`src/rtl/rca_seq_pkg.sv`:
```
// Shared types and constants for the byte-serial multi-precision adder.
package rca_seq_pkg;

  localparam int BYTE_W = 8;

  typedef enum logic [1:0] {
    IDLE = 2'd0,
    RUN  = 2'd1,
    DONE = 2'd2
  } state_e;

endpackage

```
`src/rtl/rca8.sv`:
```
// Existing 8-bit ripple-carry adder datapath: {cout,sum} = a + b + cin.
module rca8
  import rca_seq_pkg::*;
(
  input  logic [BYTE_W-1:0] a,
  input  logic [BYTE_W-1:0] b,
  input  logic              cin,
  output logic [BYTE_W-1:0] sum,
  output logic              cout
);

  logic [BYTE_W:0] total_s;

  assign total_s = {1'b0, a} + {1'b0, b} + {{BYTE_W{1'b0}}, cin};
  assign sum     = total_s[BYTE_W-1:0];
  assign cout    = total_s[BYTE_W];

endmodule

```
`src/rtl/rca_seq_ctrl.sv`:
```
// Time-multiplexes one 8-bit adder over NBYTES operand bytes, LSB first,
// carrying between bytes in carry_r; valid/ready on both sides.
module rca_seq_ctrl
  import rca_seq_pkg::*;
#(
  parameter int NBYTES = 4
) (
  input  logic                  clk,
  input  logic                  rst,
  input  logic                  in_valid,
  output logic                  in_ready,
  input  logic [8*NBYTES-1:0]   a,
  input  logic [8*NBYTES-1:0]   b,
  input  logic                  cin,
  output logic                  out_valid,
  input  logic                  out_ready,
  output logic [8*NBYTES-1:0]   sum,
  output logic                  cout,
  output logic                  busy
);

  localparam int W    = BYTE_W * NBYTES;
  localparam int IDXW = (NBYTES > 1) ? $clog2(NBYTES) : 1;
  localparam logic [IDXW-1:0] LAST_IDX = IDXW'(NBYTES - 1);

  state_e          state_r;
  logic [W-1:0]    a_sh_r;
  logic [W-1:0]    b_sh_r;
  logic [W-1:0]    res_r;
  logic            carry_r;
  logic [IDXW-1:0] idx_r;

  logic [BYTE_W-1:0] add_sum_s;
  logic              add_cout_s;
  logic [W-1:0]      res_next_s;

  rca8 u_rca8 (
    .a    (a_sh_r[BYTE_W-1:0]),
    .b    (b_sh_r[BYTE_W-1:0]),
    .cin  (carry_r),
    .sum  (add_sum_s),
    .cout (add_cout_s)
  );

  // New byte enters at the MSB end so the LSB byte lands at bit 0 after NBYTES shifts;
  // written as shift/or so NBYTES=1 needs no empty slice.
  assign res_next_s = (res_r >> BYTE_W) | (W'(add_sum_s) << (W - BYTE_W));

  // FSM, operand shift registers, result register, carry and byte counter.
  always_ff @(posedge clk) begin
    if (rst) begin
      state_r <= IDLE;
      a_sh_r  <= {W{1'b0}};
      b_sh_r  <= {W{1'b0}};
      res_r   <= {W{1'b0}};
      carry_r <= 1'b0;
      idx_r   <= {IDXW{1'b0}};
    end else begin
      case (state_r)
        IDLE: begin
          if (in_valid) begin
            a_sh_r  <= a;
            b_sh_r  <= b;
            carry_r <= cin;
            idx_r   <= {IDXW{1'b0}};
            state_r <= RUN;
          end
        end
        RUN: begin
          a_sh_r  <= a_sh_r >> BYTE_W;
          b_sh_r  <= b_sh_r >> BYTE_W;
          res_r   <= res_next_s;
          carry_r <= add_cout_s;
          // Counter parks on the last index rather than wrapping.
          if (idx_r == LAST_IDX) begin
            state_r <= DONE;
          end else begin
            idx_r <= idx_r + IDXW'(1);
          end
        end
        DONE: begin
          if (out_ready) begin
            state_r <= IDLE;
          end
        end
        default: begin
          state_r <= IDLE;
        end
      endcase
    end
  end

  assign in_ready  = (state_r == IDLE);
  assign out_valid = (state_r == DONE);
  assign busy      = (state_r == RUN) || (state_r == DONE);
  assign sum       = res_r;
  assign cout      = carry_r;

endmodule
```
`config.mk`:
```
export PLATFORM = sky130hd
export DESIGN_NAME = rca_seq_ctrl
export DESIGN_NICKNAME = d
export VERILOG_FILES = /design/src/rtl/rca_seq_pkg.sv /design/src/rtl/rca8.sv /design/src/rtl/rca_seq_ctrl.sv
export SDC_FILE = /design/constraint.sdc
export NUM_CORES = 1
export LEC_CHECK = 0
export ABC_CLOCK_PERIOD_IN_PS = 2000
export CAP_MARGIN = 20
export CORE_MARGIN = 2
export CORE_UTILIZATION = 45
export CTS_CLUSTER_SIZE = 10
export DETAILED_ROUTE_END_ITERATION = 6
export DONT_BUFFER_PORTS = 1
export GPL_TIMING_DRIVEN = 0
export PLACE_DENSITY = 0.68
export SETUP_SLACK_MARGIN = 0.4
export SKIP_CTS_REPAIR_TIMING = 1
export SLEW_MARGIN = 5
export SYNTH_ARGS = -nofsm -noshare
export SYNTH_HDL_FRONTEND = slang
export SYNTH_SLANG_ARGS = --single-unit
```
`constraint.sdc`:
```
create_clock -name clk -period 2 [get_ports clk]
set_input_delay 0.4 -clock clk [delete_from_list [all_inputs] [get_ports clk]]
set_output_delay 0.4 -clock clk [all_outputs]
set_load 0.1 [all_outputs]
```
==> impl_results.md, run 1 <==
- Gpl congestion: between 0.8 and 0.9
- Final hold vios: 0
- Largest net degree at the start of global routing: 19
- Post-synthesis sequential area ratio: 0.438
- GRT Util Overall: 0.201
- Htree depth: 3
- PwrDens: 1070 mW/mm^2
- Setup TNS: -0.127 ns
- Final nets: 595
- Layout Skew: roughly 0.014 ns
- Initial antenna violation count: 0
- Critical Path Source Type: flop
- Syn-to-layout area delta: 42.1%
- Yosys reg bits: between 100 and 150
- Port Buf Inserts: 0
- Synth warnings: 0
- Final min period: 2.08 ns
- Finished Layout Cells: 651
- Row count: 36
- Slew HR: 0.472
- I/O pin total: 105
- CP Capture Type: flop
- Max Root-Sink Buffers: 2
- Crit-path most repeated cell: fa_2
- Crit-path max cell delay: roughly 0.47 ns
- Vias: between 3000 and 4000
- Core area: 0.00986 mm^2
- Count of final max-slew check failures: 0
- Count of max-cap constraint violations: 0
- Max frequency: 481 MHz
- Clock-pin slew on the worst setup and hold paths: 0.10 ns
- Crit-path slowest cell: dfxtp_4
- CP max FO: 4
- Failing checks: negative setup slack
- Routing usage on met2: 0.329
- Synthesized area per cell: 9.77 um^2
- DIE HEIGHT: 105 um
- Post-route ant nets: 0
- Met1 Resource Use GR: 0.252
- Worst Tran Pin Value: 0.792 ns
- Buf+Inv Stages, Crit Path: 0
- Clk sinks: around 100
- Final worst-path cycle share: 1.04
- First-iteration detailed-routing DRC count: 184
- Layout cells sized above 1: 0.515
- Dpl hpwl: 8380 um
- Met3 Usage GRT: 0.0600
- Clock latency on the worst-skew pair: ~0.37 ns
- Library cells used by synthesis: 44
- Leak Pwr: between 2 and 2.5 nW
- First-pass GRT wire length: 17600 um
- Final worst slack: -0.0773 ns
- CP delay by family, top: adder cells
- Worst Path Required: approximately 2.3 ns
- Crit Path Category: reg -> reg
- Mapped Cells: 472
- WL final: between 10000 and 15000 um
- Finish-stage setup viols: 2
- CTS Buf Count: 9
- Max VDD drop: 556 uV
- HP Class: in -> reg
- Routed len/inst: 21.8 um
- Placed cell count: 605
- ANT cells: 0
- Vias in the first global route: around 3400
- Mapped cell area: 0.00461 mm^2
- Crit path cell chain: fa_2, fa_2, a21o_1, a21oi_4, o21ai_2, a32o_1
- Arrival time worst endpoint: around 2.4 ns
- Vias per inst: approximately 6.0
- Total Die Area: 0.0111 mm^2
- Detailed Routing Iterations Pass 1: 4
- GRT Residual Overflow: 0
- Clk root buf: clkbuf_8
- RSZ-0062 raised after global routing: yes
- Gr busiest metal: met2
- Die Wd: 105 um
- DRC violations left: 0
- CTS tree: yes
- Starting Density: 0.468
- Run status: finished with violations
- Syn Nets: 554
## stage by stage
stage / setup slack (ns) / hold slack [ns] / utilization / total power (W) / area (um^2)
3_5_place_dp: -0.0742 / 0.444 / 0.491 / 0.00440 / 4840
2_1_floorplan: 0.0646 / 0.432 / - / 0.00405 / 4680
4_1_cts: -0.0910 / 0.173 / 0.512 / 0.00575 / 5050
5_1_grt: -0.116 / 0.153 / 0.665 / 0.00727 / 6560
6_report: -0.0773 / 0.161 / 0.665 / 0.00701 / 6560
3_3_place_gp: -0.0565 / 0.438 / 0.491 / 0.00435 / 4840
## synth_stat cells, drive strengths merged
| library cell | instances | area, um^2 |
|---|---|---|
| or2 | 1 | 6.26 |
| or3 | 1 | 6.26 |
| a32o | 1 | 10.0 |
| a2111oi | 2 | 42.5 |
| a21o | 4 | 37.5 |
| dfxtp | 101 | 2020 |
| nand2b | 3 | 18.8 |
| and2b | 1 | 10.0 |
| nor2 | 80 | 310 |
| xnor2 | 2 | 17.5 |
| a31oi | 1 | 6.26 |
| a221oi | 2 | 17.5 |
| inv | 8 | 30.0 |
| nor3 | 4 | 20.0 |
| o31ai | 1 | 7.51 |
| buf | 33 | 181 |
| fa | 2 | 40.0 |
| ha | 11 | 138 |
| o21a | 1 | 8.76 |
| nand2 | 22 | 82.6 |
| a21oi | 23 | 115 |
| o311ai | 2 | 17.5 |
| a211o | 2 | 17.5 |
| nand3 | 19 | 95.1 |
| a32oi | 1 | 8.76 |
| nand3b | 1 | 7.51 |
| mux2i | 75 | 751 |
| nor3b | 1 | 7.51 |
| and2 | 1 | 6.26 |
| or4 | 2 | 15.0 |
| a211oi | 51 | 483 |
| o21ai | 4 | 20.0 |
| o22ai | 2 | 12.5 |
| clkbuf | 5 | 26.3 |
| o2111ai | 2 | 17.5 |
## worst paths after layout
kind / startpoint / endpoint / slack [ns] / depth (start not counted)
min: b[30] / b_sh_r[30]$_SDFFE_PP0P_ / 0.16 / 2
max reg2reg: cout$_SDFFE_PP0P_ / cout$_SDFFE_PP0P_ / -0.08 / 6
min reg2reg: b_sh_r[28]$_SDFFE_PP0P_ / b_sh_r[28]$_SDFFE_PP0P_ / 0.48 / 2
max: cout$_SDFFE_PP0P_ / cout$_SDFFE_PP0P_ / -0.08 / 6
## registers in the layout (all words and copies together), names as in the netlist
name,cells
b_sh_r,32
sum,32
idx_r,2
a_sh_r,32
state_r,2
cout,1
## final cells by class
cell class | count | area, um^2
repair buffers | 30 | 538
clock buffers | 9 | 124
multi-input cells | 325 | 3100
fillers | 645 | 3310
flip-flops and latches | 101 | 2070
inverters | 8 | 35.0
plain buffers | 38 | 432
well taps | 133 | 166
clock inverters | 7 | 83.8
## routing by layer
metal,vias to the layer above,routed length [um]
met5,-,0
met4,0,356
met3,30,1010
met2,153,6840
met1,1909,6000
li1,1784,-
## cells in the final DEF (no fill, tap or decap), types with 3 or more instances in the layout
master,count
buf_6,9
inv_1,5
nand2b_1,3
mux2i_1,73
a21o_1,3
clkbuf_4,5
clkbuf_1,3
a211oi_2,48
dfxtp_2,32
a211oi_1,3
buf_4,4
nor2_2,15
dfxtp_4,3
clkbuf_8,9
nand2_1,6
nor2_4,31
clkbuf_16,13
buf_1,5
ha_1,8
buf_2,6
nor2_1,34
o21ai_0,3
buf_12,14
nand3_1,9
ha_4,3
a21oi_2,17
buf_8,9
clkinv_4,3
a21oi_1,5
nand3_2,5
dfxtp_1,66
nand3_4,5
nor3_1,4
nand2_4,14
## worst register-to-register path, cell delays in order (launching register included)
cell,delay (ns)
dfxtp_4,0.47
fa_2,0.43
fa_2,0.36
a21o_1,0.22
a21oi_4,0.23
o21ai_2,0.08
a32o_1,0.20
## power by group
| group | switching [W] | internal [W] |
|---|---|---|
| Sequential | 0.000571 | 0.00229 |
| Combinational | 0.00140 | 0.00137 |
| Clock | 0.000780 | 0.000599 |
| Total | 0.00275 | 0.00426 |
## cells by family (layout without fill, tap and decap cells)
logic type      Yosys count  after routing  synth area share
xor+xnor                  2              2           0.00380
compound gates           99             99             0.178
simple gates            136            136             0.127
flops                   101            101             0.438
mux                      75             75             0.163
fa+ha+maj                13             13            0.0385
buf+inv                  46             92            0.0515
Power figures use the tool's default switching activity.
==> run 2: changes to the inputs <==
--- a/config.mk
+++ b/config.mk
@@ -5,18 +5,20 @@
 export SDC_FILE = /design/constraint.sdc
 export NUM_CORES = 1
 export LEC_CHECK = 0
-export ABC_CLOCK_PERIOD_IN_PS = 2000
+export ABC_CLOCK_PERIOD_IN_PS = 2400
 export CAP_MARGIN = 20
 export CORE_MARGIN = 2
 export CORE_UTILIZATION = 45
+export CTS_CLUSTER_DIAMETER = 120
 export CTS_CLUSTER_SIZE = 10
 export DETAILED_ROUTE_END_ITERATION = 6
 export DONT_BUFFER_PORTS = 1
 export GPL_TIMING_DRIVEN = 0
-export PLACE_DENSITY = 0.68
+export PLACE_DENSITY = 0.66
 export SETUP_SLACK_MARGIN = 0.4
 export SKIP_CTS_REPAIR_TIMING = 1
 export SLEW_MARGIN = 5
 export SYNTH_ARGS = -nofsm -noshare
 export SYNTH_HDL_FRONTEND = slang
 export SYNTH_SLANG_ARGS = --single-unit
+export TNS_END_PERCENT = 10
==> constraint.sdc (replaced) <==
create_clock -name clk -period 2.4 [get_ports clk]
set_input_delay 0.48 -clock clk [delete_from_list [all_inputs] [get_ports clk]]
set_output_delay 0.48 -clock clk [all_outputs]
set_load 0.1 [all_outputs]
==> run 2 against run 1 <==
Compared with the run above:
- the run now ends clean
- sequential power down 20%
- critical path depth stayed put
- first-iteration DRC count rose by 4.3%
- sequential cell count unchanged
- utilization shrank 16 points
- total power is 34% lower
- register-to-register slack improved by 0.41 ns
- non-clock buffer count shrank 27
- via count shrank 9.3%
- clock power shrank 28%
- design area fell by 23%
==> impl_results.md, run 2 (synthesis results as in run 1) <==
- Run status: complete, no violations
- Final hold vios: 0 (unchanged)
- Final nets: 568 (-4.5%)
- Syn-to-layout area delta: 8.76%
- Clk sinks: 101 (unchanged)
- Post-DP Area: 0.00479 mm^2 (-1.0%)
- Hold path cells: 2 (unchanged)
- Hold Slack: 0.269 ns (+0.108 ns)
- GRT Residual Overflow: 0 (unchanged)
- HP Start: b[27]
- Post-route core utilization: 0.509 (-0.156)
- Total Die Area: 0.0111 mm^2 (unchanged)
- Post-route ant nets: 0 (unchanged)
- Setup TNS: 0 ns (+0.127 ns)
- Dpl hpwl: 8250 um (-1.6%)
- Row count: 36 (unchanged)
- WL final: 11200 um (-21%)
- First-iteration detailed-routing DRC count: 192 (+4.3%)
- Commonest non-fill, non-tap cell in the layout: dfxtp_1
- GRT Util Overall: 0.205 (+0.00354)
- Gpl congestion: 0.830 (-0.30%)
- Starting Density: 0.468 (unchanged)
- Worst Tran Pin Value: 1.06 ns (+0.264 ns)
- CP Capture Type: flop
- Largest net degree at the start of global routing: 18 (-1)
- I/O pin total: 105 (unchanged)
- First-pass GRT wire length: 18000 um (+2.4%)
- PwrDens: 921 mW/mm^2 (-14%)
- R2r setup slk: 0.33 ns (+0.41 ns)
- Count of max-cap constraint violations: 0 (unchanged)
- Finish-stage setup viols: 0 (-2)
- Crit Path Category: reg -> reg
- Clock latency on the worst-skew pair: 0.37 ns (about the same)
- CTS tree: yes
- Core area: 0.00986 mm^2 (unchanged)
- Crit-path most repeated cell: fa_2
- Initial antenna violation count: 0 (unchanged)
- Max Root-Sink Buffers: 2 (unchanged)
- Critical Path Source Type: flop
- HP Class: in -> reg
- ANT cells: 0 (unchanged)
- Max VDD drop: 318 uV (-43%)
- Vias in the first global route: 3444 (+0.64%)
- Layout Skew: 0.00790 ns (-0.00594 ns)
- Design Area, Final: 0.00502 mm^2 (-23%)
- Vias per inst: 5.63 (-5.4%)
- Reg2Reg Launch Point: cout$_SDFFE_PP0P_
- RSZ-0062 raised after global routing: yes
- Worst R2R End: cout$_SDFFE_PP0P_
- Vias: 3514 (-9.3%)
- Crit-path slowest cell: dfxtp_4
- Final worst slack: 0.333 ns (+0.411 ns)
- Worst Path Required: 2.67 ns (+0.40 ns)
- Arrival time worst endpoint: 2.33 ns (-0.02 ns)
- FF-to-FF path depth: 6 (unchanged)
- Count of final max-slew check failures: 0 (unchanged)
- Port Buf Inserts: 0 (unchanged)
- Final min period: 2.07 ns (-0.0108 ns)
- Max frequency: 484 MHz (+0.52%)
- CTS Buf Count: 9 (unchanged)
- Detailed Routing Iterations Pass 1: 5 (+1)
- Final worst-path cycle share: 0.861 (-0.178)
- Slew HR: 0.295 (-0.177)
- Clock-pin slew on the worst setup and hold paths: 0.10 ns (about the same)
- Htree depth: 3 (unchanged)
- CP max FO: 4 (unchanged)
- Most frequent cells in the layout: dfxtp_1 (100), nor2_1 (78), mux2i_1 (75)
- DRC violations left: 0 (unchanged)
- Hold EP: b_sh_r[27]$_SDFFE_PP0P_
- DIE HEIGHT: 105 um (unchanged)
- Die Wd: 105 um (unchanged)
- Crit path cell chain: fa_2, fa_2, a21o_1, a21oi_4, o21ai_0, a32o_1
- Layout cells sized above 1: 0.167 (-0.348)
- Routed len/inst: 17.9 um (-18%)
- CP delay by family, top: adder cells
- Dpl ws: 0.195 ns (+0.269 ns)
- Crit-path max cell delay: 0.47 ns (about the same)
- Clk root buf: clkbuf_8
- Buf+Inv Stages, Crit Path: 0 (unchanged)
- Leak Pwr: 1.90 nW (-23%)
## run 2: through the flow
step           power, W  cells
2_1_floorplan   0.00334    472
3_3_place_gp    0.00359    605
3_5_place_dp    0.00363    605
4_1_cts         0.00462    621
5_1_grt         0.00487    624
6_report        0.00462    624
## run 2: power breakdown
part	total, W	switching (W)	internal [W]
clock	0.00100	0.000612	0.000388
sequential	0.00230	0.000400	0.00190
combinational	0.00132	0.000778	0.000546
## run 2: metal layers
layer	vias to the layer above	routed length, um	GRT usage
met4	0	140	0.0705
met3	19	682	0.0588
li1	1712	-	-
met2	99	5340	0.335
met5	-	0	0
met1	1684	5010	0.259
## run 2: how the worst max path moves through the flow
stage | start | end | slack, ns | cells after the start
global placement | cout$_SDFFE_PP0P_ | cout$_SDFFE_PP0P_ | 0.20 | 6
CTS | cout$_SDFFE_PP0P_ | cout$_SDFFE_PP0P_ | 0.17 | 6
finish | cout$_SDFFE_PP0P_ | cout$_SDFFE_PP0P_ | 0.33 | 6
detailed placement | cout$_SDFFE_PP0P_ | cout$_SDFFE_PP0P_ | 0.19 | 6
global route | cout$_SDFFE_PP0P_ | cout$_SDFFE_PP0P_ | 0.24 | 6
floorplan | cout$_SDFFE_PP0P_ | cout$_SDFFE_PP0P_ | 0.33 | 6
## run 2: final cells by class
| cell class | count | area [um^2] |
|---|---|---|
| Sequential cell | 101 | 2030 |
| Inverter | 8 | 30.0 |
| Fill cell | 894 | 4850 |
| Clock inverter | 6 | 47.5 |
| Clock buffer | 10 | 128 |
| Buffer | 38 | 209 |
| Tap cell | 133 | 166 |
| Multi-Input combinational cell | 325 | 2390 |
| Timing Repair Buffer | 3 | 22.5 |
==> run 3: changes to the inputs <==
--- a/config.mk
+++ b/config.mk
@@ -7,6 +7,7 @@
 export LEC_CHECK = 0
 export ABC_CLOCK_PERIOD_IN_PS = 2400
 export CAP_MARGIN = 20
+export CORE_ASPECT_RATIO = 0.9
 export CORE_MARGIN = 2
 export CORE_UTILIZATION = 45
 export CTS_CLUSTER_DIAMETER = 120
==> run 3 against run 2 <==
Compared with the run above:
- wire length fell by 1.6%
- clock power increased by 64%
- total power rose by 14%
- cell count shrank 0.80%
- design area rose by 3.3%
- critical endpoint unchanged
- highest routed layer unchanged
==> impl_results.md, run 3 (synthesis results as in run 1) <==
- Count of max-cap constraint violations: 0 (unchanged)
- First-pass GRT wire length: 17500 um (-2.8%)
- Design Area, Final: 0.00518 mm^2 (+3.3%)
- I/O pin total: 105 (unchanged)
- Arrival time worst endpoint: 2.29 ns (-0.04 ns)
- Vias: 3464 (-1.4%)
- Commonest non-fill, non-tap cell in the layout: dfxtp_1
- Setup TNS: 0 ns (unchanged)
- Starting Density: 0.456 (-0.0116)
- Largest net degree at the start of global routing: 17 (-1)
- Crit Path Category: reg -> reg
- Clock-pin slew on the worst setup and hold paths: 0.07 ns (-0.03 ns)
- Crit-path max cell delay: 0.46 ns (about the same)
- CP Capture Type: flop
- GRT Util Overall: 0.197 (-0.00766)
- Finish-stage setup viols: 0 (unchanged)
- Row count: 35 (-2.8%)
- Initial antenna violation count: 0 (unchanged)
- CP max FO: 3 (-1)
- Total Die Area: 0.0111 mm^2 (about the same)
- Critical Path Source Type: flop
- ANT cells: 0 (unchanged)
- DRC violations left: 0 (unchanged)
- Core area: 0.0101 mm^2 (+2.5%)
- Crit-path most repeated cell: fa_2
- HP Class: in -> reg
- Die Wd: 111 um (+5.2%)
- Slew HR: 0.309 (+0.0145)
- Placed cell count: 601 (-0.66%)
- Worst Tran Pin Value: 1.03 ns (-0.0217 ns)
- Layout cells sized above 1: 0.167 (+0.000341)
- Vias in the first global route: 3398 (-1.3%)
- Run status: complete, no violations
- Worst Path Required: 2.63 ns (-0.04 ns)
- Syn-to-layout area delta: 12.3%
- Finished Layout Cells: 619 (-0.80%)
- Crit-path slowest cell: dfxtp_4
- Dpl hpwl: 8300 um (+0.60%)
- Vias per inst: 5.60 (-0.63%)
- Port Buf Inserts: 0 (unchanged)
- Most frequent cells in the layout: dfxtp_1 (100), nor2_1 (78), mux2i_1 (75)
- Routed len/inst: 17.8 um (-0.79%)
- DIE HEIGHT: 100 um (-4.9%)
- Post-DP Area: 0.00479 mm^2 (-0.10%)
- Crit path cell chain: fa_2, fa_2, a21o_1, a21oi_4, o21ai_0, a32o_1
- First-iteration detailed-routing DRC count: 113 (-41%)
- WL final: 11000 um (-1.6%)
- Max frequency: 484 MHz (about the same)
- Detailed Routing Iterations Pass 1: 4 (-1)
- RSZ-0062 raised after global routing: yes
- Clk root buf: clkbuf_16
- Final nets: 567 (-0.18%)
- Gpl congestion: 0.843 (+1.6%)
- Max Root-Sink Buffers: 2 (unchanged)
- Count of final max-slew check failures: 0 (unchanged)
- Clk sinks: 101 (unchanged)
- GRT Residual Overflow: 0 (unchanged)
- Clock latency on the worst-skew pair: 0.34 ns (-0.03 ns)
- Layout Skew: 0.00689 ns (-0.00101 ns)
- Final min period: 2.07 ns (-0.00134 ns)
- Buf+Inv Stages, Crit Path: 0 (unchanged)
- Max VDD drop: 561 uV (+77%)
- Final hold vios: 0 (unchanged)
- Post-route ant nets: 0 (unchanged)
- Leak Pwr: 1.98 nW (+4.1%)
- Final worst-path cycle share: 0.861 (about the same)
- Htree depth: 3 (unchanged)
- CP delay by family, top: adder cells
- PwrDens: 1020 mW/mm^2 (+10%)
- CTS Buf Count: 9 (unchanged)
- CTS tree: yes
## run 3: layer usage
metal | wire length (um) | global-route usage | vias to the layer above | part of all wire
met1 | 4970 | 0.245 | 1640 | 0.45
li1 | - | - | 1715 | -
met3 | 741 | 0.0719 | 14 | 0.067
met5 | 0 | 0 | - | 0
met4 | 152 | 0.0635 | 0 | 0.014
met2 | 5140 | 0.322 | 95 | 0.47
## run 3: final cells by class
cell class                      count  area, um^2
Fill cell                         903        4930
Multi-Input combinational cell    325        2400
Sequential cell                   101        2030
Clock buffer                       12         268
Buffer                             38         209
Tap cell                          129         161
Clock inverter                      4        76.3
Inverter                            8        30.0
Timing Repair Buffer                2        15.0
## run 3: worst register-to-register path, stage by stage (launching register included)
cell,delay [ns]
dfxtp_4,0.46
fa_2,0.39
fa_2,0.36
a21o_1,0.21
a21oi_4,0.20
o21ai_0,0.12
a32o_1,0.22
## run 3: power breakdown
| part | internal (W) | switching [W] |
|---|---|---|
| sequential | 0.00190 | 0.000400 |
| clock | 0.00101 | 0.000629 |
| combinational | 0.000548 | 0.000777 |
| total | 0.00346 | 0.00181 |
## run 3: final timing paths
| check | depth (start not counted) | end | start | slack, ns |
|---|---|---|---|---|
| worst min register to register | 2 | b_sh_r[28]$_SDFFE_PP0P_ | b_sh_r[28]$_SDFFE_PP0P_ | 0.45 |
| worst max-delay path | 6 | cout$_SDFFE_PP0P_ | cout$_SDFFE_PP0P_ | 0.33 |
| worst min-delay path | 2 | a_sh_r[24]$_SDFFE_PP0P_ | a[24] | 0.30 |
| worst max register to register | 6 | cout$_SDFFE_PP0P_ | cout$_SDFFE_PP0P_ | 0.33 |
## run 3: per-stage QoR
stage          setup WS [ns]  utilization  hold slack (ns)  power [W]
2_1_floorplan          0.334            -            0.432    0.00334
3_3_place_gp           0.203        0.473            0.437    0.00358
3_5_place_dp           0.193        0.473            0.443    0.00362
4_1_cts                0.175        0.507            0.294    0.00526
5_1_grt                0.281        0.512            0.289    0.00550
6_report               0.335        0.512            0.301    0.00526
